## src/rtl/mem_access_stage_pkg.sv

```systemverilog
// Shared definitions for the MEM pipeline stage: control-byte bit indices,
// access size codes and the request FSM state encoding.
package mem_access_stage_pkg;

    localparam int WB_REG_WRITE  = 0;
    localparam int WB_MEM_TO_REG = 1;

    localparam int MEM_READ      = 0;
    localparam int MEM_WRITE     = 1;
    localparam int MEM_SIZE_LO   = 2;
    localparam int MEM_SIZE_HI   = 3;
    localparam int MEM_UNSIGNED  = 4;

    localparam logic [1:0] SIZE_BYTE = 2'b00;
    localparam logic [1:0] SIZE_HALF = 2'b01;
    localparam logic [1:0] SIZE_RSVD = 2'b10;
    localparam logic [1:0] SIZE_WORD = 2'b11;

    typedef enum logic [0:0] {
        ST_IDLE = 1'b0,
        ST_WAIT = 1'b1
    } state_e;

    // The reserved size code behaves as a full word access.
    function automatic logic [1:0] eff_size(input logic [1:0] size);
        logic [1:0] res;
        case (size)
            SIZE_BYTE: res = SIZE_BYTE;
            SIZE_HALF: res = SIZE_HALF;
            default:   res = SIZE_WORD;
        endcase
        return res;
    endfunction

endpackage

```

## src/rtl/mem_access_stage_load_store_align.sv

```systemverilog
// Load_Store_Align: little-endian byte-enable/store-lane generation, load lane
// extraction with optional sign extension, and misalignment detection.
module mem_access_stage_load_store_align
    import mem_access_stage_pkg::*;
(
    input  logic [1:0]  addr_lo,
    input  logic [1:0]  size,
    input  logic        is_unsigned,
    input  logic [31:0] store_data,
    input  logic [31:0] read_word,
    output logic [3:0]  byte_en,
    output logic [31:0] write_data,
    output logic [31:0] load_data,
    output logic        misalign
);

    logic [1:0]  size_s;
    logic [7:0]  byte_lane_s;
    logic [15:0] half_lane_s;

    assign size_s      = eff_size(size);
    assign byte_lane_s = read_word[{addr_lo, 3'b000} +: 8];
    assign half_lane_s = addr_lo[1] ? read_word[31:16] : read_word[15:0];

    // Per-size lane steering for both directions plus alignment check.
    always_comb begin
        byte_en    = 4'b1111;
        write_data = store_data;
        load_data  = read_word;
        misalign   = 1'b0;
        case (size_s)
            SIZE_BYTE: begin
                byte_en    = 4'b0001 << addr_lo;
                write_data = {4{store_data[7:0]}};
                load_data  = is_unsigned ? {24'h000000, byte_lane_s}
                                         : {{24{byte_lane_s[7]}}, byte_lane_s};
                misalign   = 1'b0;
            end
            SIZE_HALF: begin
                byte_en    = addr_lo[1] ? 4'b1100 : 4'b0011;
                write_data = {2{store_data[15:0]}};
                load_data  = is_unsigned ? {16'h0000, half_lane_s}
                                         : {{16{half_lane_s[15]}}, half_lane_s};
                misalign   = addr_lo[0];
            end
            default: begin
                byte_en    = 4'b1111;
                write_data = store_data;
                load_data  = read_word;
                misalign   = (addr_lo != 2'b00);
            end
        endcase
    end

endmodule

```

## src/rtl/mem_access_stage.sv

```systemverilog
// MIPS MEM stage: drives the req/ack data-memory handshake, stalls the pipe
// while an access is outstanding and holds the MEM/WB register.
module mem_access_stage
    import mem_access_stage_pkg::*;
#(
    parameter int NB_BITS = 32,
    parameter int NB_CTL  = 8
) (
    input  logic               i_clk,
    input  logic               i_rst,
    input  logic [NB_BITS-1:0] i_alu_out,
    input  logic [NB_BITS-1:0] i_data_reg,
    input  logic [4:0]         i_reg_dst,
    input  logic [NB_CTL-1:0]  i_wb_ctl,
    input  logic [NB_CTL-1:0]  i_mem_ctl,
    output logic               o_mem_req,
    output logic               o_mem_we,
    output logic [NB_BITS-1:0] o_mem_addr,
    output logic [NB_BITS-1:0] o_mem_wdata,
    output logic [3:0]         o_mem_be,
    input  logic [NB_BITS-1:0] i_mem_rdata,
    input  logic               i_mem_ack,
    output logic               o_stall,
    output logic               o_misalign,
    output logic [NB_CTL-1:0]  o_wb_ctl,
    output logic [NB_BITS-1:0] o_read_data,
    output logic [NB_BITS-1:0] o_alu_out,
    output logic [4:0]         o_reg_dst,
    output logic [NB_BITS-1:0] o_wb_data
);

    state_e              state_r, state_next_s;
    logic                access_s, write_s, go_s, misalign_raw_s, misalign_s;
    logic                req_s, stall_s, capture_s;
    logic [NB_BITS-1:0]  load_data_s;
    logic [NB_CTL-1:0]   wb_ctl_capt_s;
    logic [NB_CTL-1:0]   wb_ctl_r;
    logic [NB_BITS-1:0]  read_data_r, alu_out_r;
    logic [4:0]          reg_dst_r;
    logic                misalign_r;
    logic                unused_mem_ctl_s;

    assign unused_mem_ctl_s = ^i_mem_ctl[NB_CTL-1:MEM_UNSIGNED+1];

    assign access_s   = i_mem_ctl[MEM_READ] | i_mem_ctl[MEM_WRITE];
    assign write_s    = i_mem_ctl[MEM_WRITE];
    assign misalign_s = access_s & misalign_raw_s;
    assign go_s       = access_s & ~misalign_raw_s;

    mem_access_stage_load_store_align u_align (
        .addr_lo     (i_alu_out[1:0]),
        .size        (i_mem_ctl[MEM_SIZE_HI:MEM_SIZE_LO]),
        .is_unsigned (i_mem_ctl[MEM_UNSIGNED]),
        .store_data  (i_data_reg),
        .read_word   (i_mem_rdata),
        .byte_en     (o_mem_be),
        .write_data  (o_mem_wdata),
        .load_data   (load_data_s),
        .misalign    (misalign_raw_s)
    );

    // Request FSM: decides request, stall and when MEM/WB may capture.
    always_comb begin
        state_next_s = state_r;
        req_s        = 1'b0;
        stall_s      = 1'b0;
        capture_s    = 1'b0;
        case (state_r)
            ST_IDLE: begin
                if (go_s) begin
                    req_s = 1'b1;
                    if (i_mem_ack) begin
                        capture_s = 1'b1;
                    end else begin
                        stall_s      = 1'b1;
                        state_next_s = ST_WAIT;
                    end
                end else begin
                    capture_s = 1'b1;
                end
            end
            ST_WAIT: begin
                req_s = 1'b1;
                if (i_mem_ack) begin
                    capture_s    = 1'b1;
                    state_next_s = ST_IDLE;
                end else begin
                    stall_s = 1'b1;
                end
            end
            default: begin
                state_next_s = ST_IDLE;
            end
        endcase
    end

    // FSM state register.
    always_ff @(posedge i_clk or negedge i_rst) begin
        if (!i_rst) begin
            state_r <= ST_IDLE;
        end else begin
            state_r <= state_next_s;
        end
    end

    // A misaligned access must never write back, so reg_write is cleared.
    assign wb_ctl_capt_s = misalign_s ? {i_wb_ctl[NB_CTL-1:1], 1'b0} : i_wb_ctl;

    // MEM/WB pipeline register and misalign pulse.
    always_ff @(posedge i_clk or negedge i_rst) begin
        if (!i_rst) begin
            wb_ctl_r    <= {NB_CTL{1'b0}};
            read_data_r <= {NB_BITS{1'b0}};
            alu_out_r   <= {NB_BITS{1'b0}};
            reg_dst_r   <= 5'd0;
            misalign_r  <= 1'b0;
        end else begin
            misalign_r <= capture_s & misalign_s;
            if (capture_s) begin
                wb_ctl_r    <= wb_ctl_capt_s;
                read_data_r <= (go_s & ~write_s) ? load_data_s : {NB_BITS{1'b0}};
                alu_out_r   <= i_alu_out;
                reg_dst_r   <= i_reg_dst;
            end else begin
                wb_ctl_r    <= wb_ctl_r;
                read_data_r <= read_data_r;
                alu_out_r   <= alu_out_r;
                reg_dst_r   <= reg_dst_r;
            end
        end
    end

    // Request and stall are gated by reset so they drop without waiting for a clock.
    assign o_mem_req  = req_s & i_rst;
    assign o_stall    = stall_s & i_rst;
    assign o_mem_we   = o_mem_req & write_s;
    assign o_mem_addr = {i_alu_out[NB_BITS-1:2], 2'b00};

    assign o_misalign  = misalign_r;
    assign o_wb_ctl    = wb_ctl_r;
    assign o_read_data = read_data_r;
    assign o_alu_out   = alu_out_r;
    assign o_reg_dst   = reg_dst_r;
    assign o_wb_data   = wb_ctl_r[WB_MEM_TO_REG] ? read_data_r : alu_out_r;

endmodule

```

## config.mk

```make
export PLATFORM = sky130hd
export DESIGN_NAME = mem_access_stage
export DESIGN_NICKNAME = d
export VERILOG_FILES = /design/src/rtl/mem_access_stage_pkg.sv /design/src/rtl/mem_access_stage_load_store_align.sv /design/src/rtl/mem_access_stage.sv
export SDC_FILE = /design/constraint.sdc
export NUM_CORES = 1
export LEC_CHECK = 0
export CORE_ASPECT_RATIO = 1.4
export CORE_MARGIN = 5
export CORE_UTILIZATION = 40
export CTS_CLUSTER_DIAMETER = 60
export DETAILED_ROUTE_END_ITERATION = 12
export PLACE_DENSITY_LB_ADDON = 0.3
export SYNTH_ARGS = -nofsm -noshare
export SYNTH_HDL_FRONTEND = slang
export SYNTH_HIERARCHICAL = 1
export SYNTH_SLANG_ARGS = --single-unit
export TNS_END_PERCENT = 30
```

## constraint.sdc

```tcl
create_clock -name i_clk -period 6.6 [get_ports i_clk]
set_input_delay 1.65 -clock i_clk [delete_from_list [all_inputs] [get_ports i_clk]]
set_output_delay 1.65 -clock i_clk [all_outputs]
set_load 0.02 [all_outputs]
```

Word-level counts from Yosys, hierarchy flattened
Cells that the tools add are included.

Register bits: 79. Input port bits: 120. Output and inout port bits: 181. Logic and storage cells: 44.

Equality and inequality tests: 2. Shift operators: 2. Mux-type cells: 20. Bitwise logic cells: 11. Reduce and logical (&&, ||, !) cells: 3.

Operators with widths (number): 2-to-1 mux 32 bit (4); case mux 32 bit (2 select lines) (2); variable part select 32 x 6 -> 8 bit (1); 2-to-1 mux 16 bit (1); case mux 1 bit (2 select lines) (4); case mux 4 bit (2 select lines) (1); bitwise AND 1 bit (7); 2-to-1 mux 1 bit (6); equality test 2 x 1 -> 1 bit (second input constant) (2); logical NOT 2 bit (2); 2-to-1 mux 4 bit (1); case mux 2 bit (2 select lines) (1); << shifter 1 x 2 -> 4 bit (first input constant) (1); NOT 1 bit (3); nonzero test 2 bit (1); bitwise OR 1 bit (1).

Logic depth before layout (Yosys ltp)
Word-level depth: 10. Gate-level depth with buffers: 9.

Cells and area by module
Netlist, hierarchy kept.

By module, submodules not included: mem_access_stage (times used 1, cells each 312, area an instance 3806.2 µm², sequential area each 1976.9 µm²); mem_access_stage_load_store_align (times used 1, cells each 173, area an instance 1293.7 µm², sequential area each 0.0 µm²).

Worst setup path after synthesis
OpenSTA, ideal clock, no wires.

Path type: input to output. Start point: input port i_mem_ctl[2]. End point: output port o_stall. Arrival: 2.953 ns. Slack: 1.997 ns. Stages on the path: 7. Cell sequence: buf_6 > or2_1 > buf_6 > buf_2 > a22o_1 > o21bai_1 > and3b_1.

Cells in the longest elaborated chain, start to end: 9. Elaborated cells between the ends (all ways): 11. Classes of those cells: 2 x eq/ne; 4 x mux; 3 x bitwise; 2 x reduce/logical.

Ends and longest elaborated chain: start: declaration (line mem_access_stage.sv:15) `input logic [NB_CTL-1:0] i_mem_ctl,`; equality test 2 x 1 -> 1 bit / logical NOT 2 bit (equally long branches) (line mem_access_stage_pkg.sv:27) `case (size)`; case mux 2 bit (2 select lines) (*) (line mem_access_stage_pkg.sv:27); equality test 2 x 1 -> 1 bit / logical NOT 2 bit (equally long branches) (line mem_access_stage_load_store_align.sv:31) `case (size_s)`; case mux 1 bit (2 select lines) (*) (line mem_access_stage_load_store_align.sv:31); via misalign_raw_s (line mem_access_stage.sv:33) `logic access_s, write_s, go_s, misalign_raw_s, misalign_s;`; NOT 1 bit (*) (line mem_access_stage.sv:48) `assign go_s = access_s & ~misalign_raw_s;`; bitwise AND 1 bit (*) (line mem_access_stage.sv:48); 2-to-1 mux 1 bit (*) (line mem_access_stage.sv:70) `if (go_s) begin`; case mux 1 bit (2 select lines) (*) (line mem_access_stage.sv:68) `case (state_r)`; bitwise AND 1 bit (*) (line mem_access_stage.sv:135) `assign o_stall = stall_s & i_rst;`; end: declaration (line mem_access_stage.sv:23) `output logic o_stall,`.

The timed path passes the listed nets; every way through them passes the cells marked *.

Worst setup path after layout
Start point: input port i_mem_ctl[2]. End point: output port o_mem_be[0].

Cells in the longest elaborated chain, start to end: 4. Elaborated cells between the ends (all ways): 6. Classes of those cells: 2 x eq/ne; 2 x mux; 2 x reduce/logical.

Ends and longest elaborated chain: equality test 2 x 1 -> 1 bit / logical NOT 2 bit (equally long branches) (line mem_access_stage_pkg.sv:27); case mux 2 bit (2 select lines) (*) (line mem_access_stage_pkg.sv:27); equality test 2 x 1 -> 1 bit / logical NOT 2 bit (equally long branches) (line mem_access_stage_load_store_align.sv:31); case mux 4 bit (2 select lines) (*) (line mem_access_stage_load_store_align.sv:31); end: declaration (line mem_access_stage.sv:20) `output logic [3:0] o_mem_be,`.

Mark *: on every way between the ends. The rest lies on a longest branch, timed or not.

==> flow_metrics.env <==
export IMPL_drive_gt1_frac=0.1710
export IMPL_nets=846
export IMPL_slew_headroom=0.3805
export IMPL_cp_end_kind="output pin"
export IMPL_drt_total_wl_um=17050
export IMPL_start_util=0.4102
export IMPL_cts_root_buf="clkbuf_16"
export IMPL_area_growth_pct=58.73
export IMPL_coreArea_um2=12430
export IMPL_p_per_area_nw_per_um2=210.4
export IMPL_instances_no_fill=881
export IMPL_fp_row_count=48
export IMPL_layout_min_cycle_time_ps=5385
export IMPL_placedCellCount=865
export IMPL_die_area_um2=15140
export IMPL_drc=0
export IMPL_io_pins=301
export IMPL_cts_buffer_depth=2
export IMPL_critPathKind="in -> out"
export IMPL_min_from="o_reg_dst[4]"
export IMPL_setup_viol=0
export IMPL_cts_buffers=9
export IMPL_grt_pass1_wl_um=26450
export IMPL_p_leak_nw=3.302
export IMPL_crit_path_max_fanout=17
export IMPL_grt_max_degree=73
export IMPL_p_total_mw=1.703
export IMPL_seq_area_frac_synth=0.3876
export IMPL_post_route_period_util=0.8160
export IMPL_ys_seq_elements=79
export IMPL_wl_per_cell_um=19.35
export IMPL_fin_tns_setup_ps=0
export IMPL_synth_cells=485
export IMPL_outcome="finished clean"
export IMPL_hp_class="reg -> reg"
export IMPL_r2r_cells=4
export IMPL_ant_nets=0
export IMPL_r2r_slack_ps=4840
export IMPL_synth_area_um2=5100
export IMPL_hold_viol_final=0
export IMPL_ctsResizeCount=0
export IMPL_diodes=0
export IMPL_clk_latency_ps=340
export IMPL_cts_tree="done"
export IMPL_worst_pin_slew_ps=929.2
export IMPL_hold_path_end="o_reg_dst[4]"
export IMPL_gp_congestion=0.8129
export IMPL_globalRouteTotalUtil=0.2221
export IMPL_fin_skew_ps=11.17
export IMPL_finalMaxSlewViolations=0
export IMPL_hpwl_um=13540
export IMPL_worstSetupStartpointType="input port"
export IMPL_synth_area_per_cell_um2=10.52
export IMPL_drtIter0Drc=226
export IMPL_post_cts_buffers=0
export IMPL_grt_pass1_vias=4917
export IMPL_vias=4532
export IMPL_timing_rr_start="state_r"
export IMPL_drv_cap=0
export IMPL_io_buffers=295
export IMPL_antenna_found_initial=0
export IMPL_r2r_end="o_alu_out[3]"
export IMPL_yosysWarnings=6
export IMPL_min_path_cells=1
export IMPL_synth_distinct_cells=40
export IMPL_cts_htree_levels=3
export IMPL_die_width_um=105.4
export IMPL_crit_required_ps=4950
export IMPL_path_clk_slew_ps=60
export IMPL_cts_sinks=79
export IMPL_drt_vias_per_instance=5.144
export IMPL_arrival_ps=3740
export IMPL_max_freq_mhz=185.7
export IMPL_cts_hold_buf=0
export IMPL_fp_dieH_um=143.6
export IMPL_rsz0062_at_grt="no"
export IMPL_gr_total_overflow=0
export IMPL_max_vdd_ir_drop_mv=0.1347
export IMPL_fin_util=0.6512
export IMPL_firstDrtPassIters=4
-- power by group --
group          total (mW)  internal (mW)  switching, mW  leakage (nW)
sequential          0.565          0.529         0.0358         0.991
clock               0.490          0.293          0.197         0.136
combinational       0.648          0.341          0.306          2.18
total                1.70           1.16          0.539          3.30
-- layout make-up --
type	instances	area [µm²]
tap	150	187.7
timing repair buffer	304	3013
inverter	36	135.1
fill	1039	4337
clock buffer	11	232.7
sequential	79	1977
multi-input combinational	296	2491
clock inverter	5	58.81
-- per-stage QoR --
stage                     setup slack, ps  hold slack, ps  instance area, µm²
after CTS                            1213           510.8                8095
after global routing                 1136           522.8                8095
final                                1215           508.0                8095
after global placement               1245           485.6                7804
after floorplan                      1997           607.9                5104
after detailed placement             1218           496.1                7804
-- cell usage in the layout, fill, tap and decap left out, drive strengths merged, types with 2 or more instances in the layout --
cell           count
dfrtp             79
o21bai             5
clkinv             2
a22oi              8
mux2i             49
nor2              11
or2                2
mux2              95
nand2             48
clkinvlp           2
o21ai             11
a221o              7
and2               2
o22ai             16
clkdlybuf4s50    293
o221ai             7
nor2b             19
buf               11
inv               36
conb               2
clkbuf            11
-- cells in the mapped netlist, drive strengths merged --
master  count  area share
o211ai      1      0.0015
nor2b      19       0.023
a22o        1      0.0017
mux2       95        0.21
and3        1      0.0012
nor3        1      0.0020
nand2b      1      0.0012
and3b       1      0.0017
and4b       1      0.0020
nor2       11      0.0081
mux2i      49       0.096
o221ai      7       0.012
o21ai      11       0.011
a211oi      1      0.0015
and2        2      0.0025
o31ai       1      0.0042
nand3       1     0.00098
inv        36       0.026
and2b       1      0.0015
o21bai      5      0.0081
dfrtp      79        0.39
a22oi       8       0.014
clkbuf     11      0.0081
or3b        1      0.0017
buf        64       0.091
nor3b       1      0.0015
or2         2      0.0025
nand2      48       0.035
conb        1     0.00074
a31oi       1      0.0042
o22ai      16       0.020
a221o       7       0.014
-- layer usage --
layer,vias to the layer above,GRT usage,part of all wire
met5,-,0,0
met4,0,0.08086,0.027
met3,28,0.06292,0.075
met2,215,0.4271,0.55
met1,2169,0.2270,0.35
li1,2120,-,-
-- registers in the layout, summed over array words and instances (netlist names) --
register     flops
o_alu_out       32
state_r          1
o_read_data     32
o_reg_dst        5
o_misalign       1
o_wb_ctl         8
-- worst max-delay path, stage by stage --
cell,delay (ps)
clkdlybuf4s50_1,530
buf_4,280
and2b_1,260
o21bai_2,300
clkdlybuf4s50_1,710
-- worst max-delay path by stage --
stage / startpoint / end / slack, ps / depth (start not counted)
floorplan: i_mem_ctl[2] / o_stall / 2000 / 7
global placement: i_mem_ctl[2] / o_mem_be[0] / 1250 / 5
detailed placement: i_mem_ctl[2] / o_mem_be[0] / 1220 / 5
CTS: i_mem_ctl[2] / o_mem_be[0] / 1210 / 5
global route: i_mem_ctl[3] / o_mem_we / 1140 / 6
finish: i_mem_ctl[2] / o_mem_be[0] / 1210 / 5
-- cells by family after synthesis --
family / Yosys count / share of synthesized area
multiplexers: 144 / 0.3089
flip-flops: 79 / 0.3876
other: 1 / 0.0007353
AO/OA/AOI/OAI: 59 / 0.09176
buffers and inverters: 111 / 0.1256
AND/OR/NAND/NOR: 91 / 0.08538
Power figures use the tool's default switching activity.
